--- config.mk ---
export PLATFORM = sky130hd
export DESIGN_NAME = streambuf_in_ctrl_flat
export DESIGN_NICKNAME = d
export VERILOG_FILES = /design/src/rtl/streambuf_in_ctrl_if.sv /design/src/rtl/streambuf_in_ctrl.sv /design/src/flat_wrapper.sv
export SDC_FILE = /design/constraint.sdc
export NUM_CORES = 1
export LEC_CHECK = 0
export CAP_MARGIN = 15
export CORE_MARGIN = 8
export CORE_UTILIZATION = 35
export DETAILED_ROUTE_END_ITERATION = 10
export GPL_TIMING_DRIVEN = 1
export MAX_ROUTING_LAYER = met4
export SLEW_MARGIN = 25
export SYNTH_ARGS = -nofsm -noshare
export SYNTH_HDL_FRONTEND = slang
export SYNTH_SLANG_ARGS = --single-unit
--- constraint.sdc ---
create_clock -name clk -period 2.2 [get_ports clk]
set_clock_uncertainty 0.15 [all_clocks]
set_input_delay 0.44 -clock clk [delete_from_list [all_inputs] [get_ports clk]]
set_output_delay 0.44 -clock clk [all_outputs]
set_load 0.03 [all_outputs]
--- src/rtl/streambuf_in_ctrl_if.sv ---
// Buffer read port plus decoder-side stream handshake for the input stream buffer controller.
interface streambuf_in_ctrl_if #(
  parameter int DATA_WIDTH = 16,
  parameter int ADDR_WIDTH = 2
);
  logic [ADDR_WIDTH-1:0] mem_addr;
  logic                  mem_rd_en;
  logic [DATA_WIDTH-1:0] mem_rd_data;
  logic [DATA_WIDTH-1:0] out_data;
  logic                  out_valid;
  logic                  out_ready;
  logic                  out_last;

  modport master (
    output mem_addr, mem_rd_en, out_data, out_valid, out_last,
    input  mem_rd_data, out_ready
  );

  modport slave (
    input  mem_addr, mem_rd_en, out_data, out_valid, out_last,
    output mem_rd_data, out_ready
  );
endinterface

--- src/rtl/streambuf_in_ctrl.sv ---
// Streams whole codeword frames from the input buffer to the decoder front end,
// one word per read/load/transfer cycle triple, with last-word flagging and abort.
module streambuf_in_ctrl #(
  parameter int DATA_WIDTH = 16,
  parameter int ADDR_WIDTH = 2,
  parameter int FRAME_BITS = 4
) (
  input  logic                  clk,
  input  logic                  rst,
  input  logic                  start,
  input  logic [FRAME_BITS-1:0] num_frames,
  input  logic                  abort,
  streambuf_in_ctrl_if.master   bus,
  output logic                  busy,
  output logic                  done,
  output logic [FRAME_BITS-1:0] frame_cnt
);

  localparam logic [ADDR_WIDTH-1:0] ADDR_MAX  = '1;
  localparam logic [ADDR_WIDTH-1:0] ADDR_ONE  = 1;
  localparam logic [FRAME_BITS-1:0] FRAME_ONE = 1;

  typedef enum logic [2:0] {
    IDLE = 3'd0,
    RD   = 3'd1,
    LD   = 3'd2,
    XFER = 3'd3,
    DONE = 3'd4
  } state_t;

  state_t                state;
  logic [FRAME_BITS-1:0] nf_lat;
  logic [ADDR_WIDTH-1:0] addr;
  logic                  rd_en;
  logic [DATA_WIDTH-1:0] data;
  logic                  valid;
  logic                  last;
  logic [FRAME_BITS-1:0] frame_inc;
  logic [ADDR_WIDTH-1:0] addr_inc;
  logic                  at_max;

  assign bus.mem_addr  = addr;
  assign bus.mem_rd_en = rd_en;
  assign bus.out_data  = data;
  assign bus.out_valid = valid;
  assign bus.out_last  = last;

  always_comb begin
    frame_inc = frame_cnt + FRAME_ONE;
    addr_inc  = addr + ADDR_ONE;
    at_max    = (addr == ADDR_MAX);
  end

  always_ff @(posedge clk) begin
    if (!rst) begin
      state     <= IDLE;
      nf_lat    <= '0;
      addr      <= '0;
      rd_en     <= 1'b0;
      data      <= '0;
      valid     <= 1'b0;
      last      <= 1'b0;
      busy      <= 1'b0;
      done      <= 1'b0;
      frame_cnt <= '0;
    end else begin
      case (state)
        IDLE: begin
          done <= 1'b0;
          if (start && (num_frames != '0)) begin
            nf_lat    <= num_frames;
            frame_cnt <= '0;
            addr      <= '0;
            rd_en     <= 1'b1;
            busy      <= 1'b1;
            state     <= RD;
          end
        end

        RD: begin
          rd_en <= 1'b0;
          if (abort) begin
            addr  <= '0;
            busy  <= 1'b0;
            state <= IDLE;
          end else begin
            state <= LD;
          end
        end

        // Read data arrives this cycle; present it to the decoder next cycle.
        LD: begin
          if (abort) begin
            addr  <= '0;
            busy  <= 1'b0;
            state <= IDLE;
          end else begin
            data  <= bus.mem_rd_data;
            valid <= 1'b1;
            last  <= at_max;
            state <= XFER;
          end
        end

        XFER: begin
          if (bus.out_ready) begin
            valid <= 1'b0;
            last  <= 1'b0;
            if (at_max) begin
              addr      <= '0;
              frame_cnt <= frame_inc;
              if (abort) begin
                busy  <= 1'b0;
                state <= IDLE;
              end else if (frame_inc == nf_lat) begin
                busy  <= 1'b0;
                done  <= 1'b1;
                state <= DONE;
              end else begin
                rd_en <= 1'b1;
                state <= RD;
              end
            end else if (abort) begin
              // Word was accepted, but the transfer ends here.
              addr  <= '0;
              busy  <= 1'b0;
              state <= IDLE;
            end else begin
              addr  <= addr_inc;
              rd_en <= 1'b1;
              state <= RD;
            end
          end else if (abort) begin
            valid <= 1'b0;
            last  <= 1'b0;
            addr  <= '0;
            busy  <= 1'b0;
            state <= IDLE;
          end
        end

        DONE: begin
          done  <= 1'b0;
          state <= IDLE;
        end

        default: begin
          state <= IDLE;
          rd_en <= 1'b0;
          valid <= 1'b0;
          last  <= 1'b0;
          busy  <= 1'b0;
          done  <= 1'b0;
        end
      endcase
    end
  end

endmodule

--- src/flat_wrapper.sv ---
// flat-port wrapper written by rule: the top's interface ports become plain ports
module streambuf_in_ctrl_flat 
#(
  parameter int DATA_WIDTH = 16,
  parameter int ADDR_WIDTH = 2,
  parameter int FRAME_BITS = 4
)
  (clk, rst, start, num_frames, abort, busy, done, frame_cnt, bus_mem_addr, bus_mem_rd_en, bus_out_data, bus_out_valid, bus_out_last, bus_mem_rd_data, bus_out_ready);
  streambuf_in_ctrl_if #(.DATA_WIDTH(DATA_WIDTH), .ADDR_WIDTH(ADDR_WIDTH)) bus_i ();
  input  logic clk;
  input  logic rst;
  input  logic start;
  input  logic [FRAME_BITS-1:0] num_frames;
  input  logic abort;
  output logic busy;
  output logic done;
  output logic [FRAME_BITS-1:0] frame_cnt;
  output wire logic [$bits(bus_i.mem_addr)-1:0] bus_mem_addr;
  output wire logic [$bits(bus_i.mem_rd_en)-1:0] bus_mem_rd_en;
  output wire logic [$bits(bus_i.out_data)-1:0] bus_out_data;
  output wire logic [$bits(bus_i.out_valid)-1:0] bus_out_valid;
  output wire logic [$bits(bus_i.out_last)-1:0] bus_out_last;
  input wire logic [$bits(bus_i.mem_rd_data)-1:0] bus_mem_rd_data;
  input wire logic [$bits(bus_i.out_ready)-1:0] bus_out_ready;
  assign bus_mem_addr = bus_i.mem_addr;
  assign bus_mem_rd_en = bus_i.mem_rd_en;
  assign bus_out_data = bus_i.out_data;
  assign bus_out_valid = bus_i.out_valid;
  assign bus_out_last = bus_i.out_last;
  assign bus_i.mem_rd_data = bus_mem_rd_data;
  assign bus_i.out_ready = bus_out_ready;
  streambuf_in_ctrl #(.DATA_WIDTH(DATA_WIDTH), .ADDR_WIDTH(ADDR_WIDTH), .FRAME_BITS(FRAME_BITS)) u_core (.clk(clk), .rst(rst), .start(start), .num_frames(num_frames), .abort(abort), .bus(bus_i), .busy(busy), .done(done), .frame_cnt(frame_cnt));
endmodule
==> impl_metrics.tcl <==
set metrics [dict create \
    synth_ff_type "dfxtp_1" \
    hold_buffers 0 \
    insertion_delay_ns 0.28 \
    die_h_um 83.8 \
    ios 52 \
    syn_nets 215 \
    wl_per_cell_um 13.6 \
    grt_pass1_vias 1523 \
    drc 0 \
    syn_inst 188 \
    cp_num_cells 1 \
    nNetsFinal 277 \
    ir_drop_mv 0.339 \
    rsz0062_at_grt "false" \
    wirelength_um 4110 \
    finalSetupViolCount 0 \
    slew_headroom 0.649 \
    drive_gt1_frac 0.112 \
    nFillCells 438 \
    crit_path_end_kind "output port" \
    yosys-top-cells-area "dfxtp_1 42%, nand2_1 9.8%, a21boi_1 4.7%" \
    hold_depth 2 \
    finalCritPeriodShare 0.927 \
    post-route-min-period_ns 2.04 \
    grt_pass1_wl_um 7160 \
    post-cts-setup-buffers 0 \
    ctsRootBufferMaster "clkbuf_8" \
    maxCapViolCount 0 \
    cts.clk_slew.worst_paths_ns 0.07 \
    slew_violations 0 \
    cts.sinks 34 \
    grt_max_degree 24 \
    power_per_cell_area_mw_per_mm2 560 \
    gp_congestion 0.814 \
    outcome "completed" \
    htreeDepth 2 \
    syn2layout_area_growth_pct 45.1 \
    fmax_mhz 491 \
    fp.dieW_um 83.8 \
    cts_made_buffers 5 \
    drt-vias-per-instance 4.89 \
    synth_top_area_frac 0.423 \
    yosysWarnings 0 \
    vias 1482 \
    diodes 0 \
    first_iter_violations 55 \
    synth_top_cell_by_area "dfxtp_1" \
    critPathKind "flip-flop to output port" \
    ys_seq_area_frac 0.423 \
    ant_nets 0 \
    first_pass_iters 4 \
    crit_buf_inv 1 \
    syn-cell-area_mm2 0.00161 \
    initial_core_util 0.367 \
    power.leakage_nw 0.866 \
    place_hpwl_um 3090 \
    clk_path_buf_depth 2 \
    cp.arrival_ns 1.45 \
    rr_worst_depth 5 \
    start_kind "flip-flop" \
    cts_resized 0 \
    port_buffers 51 \
    async_reset_ff_frac 0 \
    synth_edf_count 0 \
    cp.required_ns 1.61 \
    avgSynthCellArea_um2 8.57 \
    crit_chain "clkdlybuf4s50_1" \
    synth_seq_cells 34 \
    synth_cell_types 43 \
    path_delay_family "buffers and inverters" \
    cp_slowest_stage_delay_ns 0.72 \
    fp.dieArea_mm2 0.00703 \
    hold_viol 0 \
    rows 24 \
    grt_use_total 0.124 \
    tightest_slew_ns 0.527 \
    cpMaxStageDelayCell "clkdlybuf4s50_1" \
    grt_overflow 0 \
    crit_path_max_fanout 6 \
    cts_tree "done" \
    antenna_found_initial 0 \
    hp-class "flip-flop to flip-flop" \
    power.total_mw 1.31 \
    core_area_mm2 0.00438 \
    tns_ns 0 \
]
==> layout make-up <==
cell class	instances	area, µm²	share of cell area
Tap cell	52	65.1	0.0279
Inverter	2	7.51	0.00321
Clock inverter	1	5.00	0.00214
Multi-Input combinational cell	141	868	0.372
Sequential cell	34	681	0.291
Timing Repair Buffer	66	623	0.267
Clock buffer	7	86.3	0.0370
==> path summary, 6_finish.rpt <==
kind / from / end / slack [ns]
setup reg to reg: u_core.frame_cnt[0] / u_core.bus.mem_rd_en / 0.26
hold reg to reg: u_core.bus.out_data[6] / u_core.bus.out_data[6] / 0.30
hold / removal: u_core.bus.out_data[6] / u_core.bus.out_data[6] / 0.30
setup / recovery: u_core.frame_cnt[0] / frame_cnt[0] / 0.16
==> through the flow <==
step,instances,hold WS (ns),utilization,setup slack (ns),area [µm²]
2_1_floorplan,188,0.353,-,0.248,1610
3_3_place_gp,295,0.292,0.512,-0.0148,2240
3_5_place_dp,295,0.295,0.512,-0.0570,2240
4_1_cts,303,0.305,0.533,0.142,2340
5_1_grt,303,0.319,0.533,0.127,2340
6_report,303,0.302,0.533,0.161,2340
==> power breakdown <==
group	switching [mW]	total (mW)	internal [mW]
combinational	0.0823	0.188	0.106
sequential	0.0171	0.649	0.631
clock	0.220	0.473	0.252
total	0.320	1.31	0.989
==> sequential cells by signal, indices dropped and copies added (netlist names) <==
signal,flops
u_core.bus.out_data,16
u_core.frame_cnt,4
u_core.nf_lat,4
u_core.state,3
u_core.bus.mem_addr,2
u_core.bus.mem_rd_en,1
u_core.bus.out_last,1
u_core.bus.out_valid,1
u_core.busy,1
u_core.done,1
==> routing by layer <==
layer  track usage  share of wire  routed length [µm]
met3        0.0469          0.068                 278
met5             -              0                   0
met4        0.0345          0.010                  43
met1         0.146           0.47                1940
met2         0.193           0.45                1850
==> worst min-delay path: stages (launching register included) <==
cell and delay, ns:
dfxtp_1 0.31, nand2_1 0.05, a21boi_1 0.05
==> placed cells by master, fill, tap and decap left out, types with 2 or more instances in the layout <==
master and instances:
clkdlybuf4s50_1 51, nand2_1 42, dfxtp_1 34, buf_4 15, nor2_1 11, a21boi_1 10
a21boi_0 9, nand3_1 6, o21ai_0 6, a21oi_1 6, clkbuf_8 6, mux2i_1 4
nor2b_1 4, xnor2_1 4, nand2b_1 4, nor3b_1 3, xor2_1 2, nand4_1 2
inv_1 2, a31oi_1 2, and3_1 2, nor3_1 2, ha_1 2
==> cell usage after synthesis (all sizes together), types with 2 or more instances <==
library cell,n
nand2b,4
clkbuf,3
dfxtp,34
a21boi,19
o21ai,7
ha,2
mux2i,4
buf,8
inv,2
nand3,6
xor2,2
a21oi,7
nor3b,3
nor2,11
nand2,42
nor2b,4
xnor2,4
nor3,2
and3,2
a31oi,2
nand4,2
==> kinds of logic after synthesis <==
| family | share of synthesized area |
|---|---|
| AND/OR/NAND/NOR | 0.256 |
| AO/OA/AOI/OAI | 0.210 |
| flip-flops | 0.423 |
| buffers and inverters | 0.0381 |
| XOR/XNOR | 0.0326 |
| multiplexers | 0.0249 |
| adder cells (fa/ha/maj) | 0.0155 |
No activity file was read; power rests on OpenSTA's default activity.
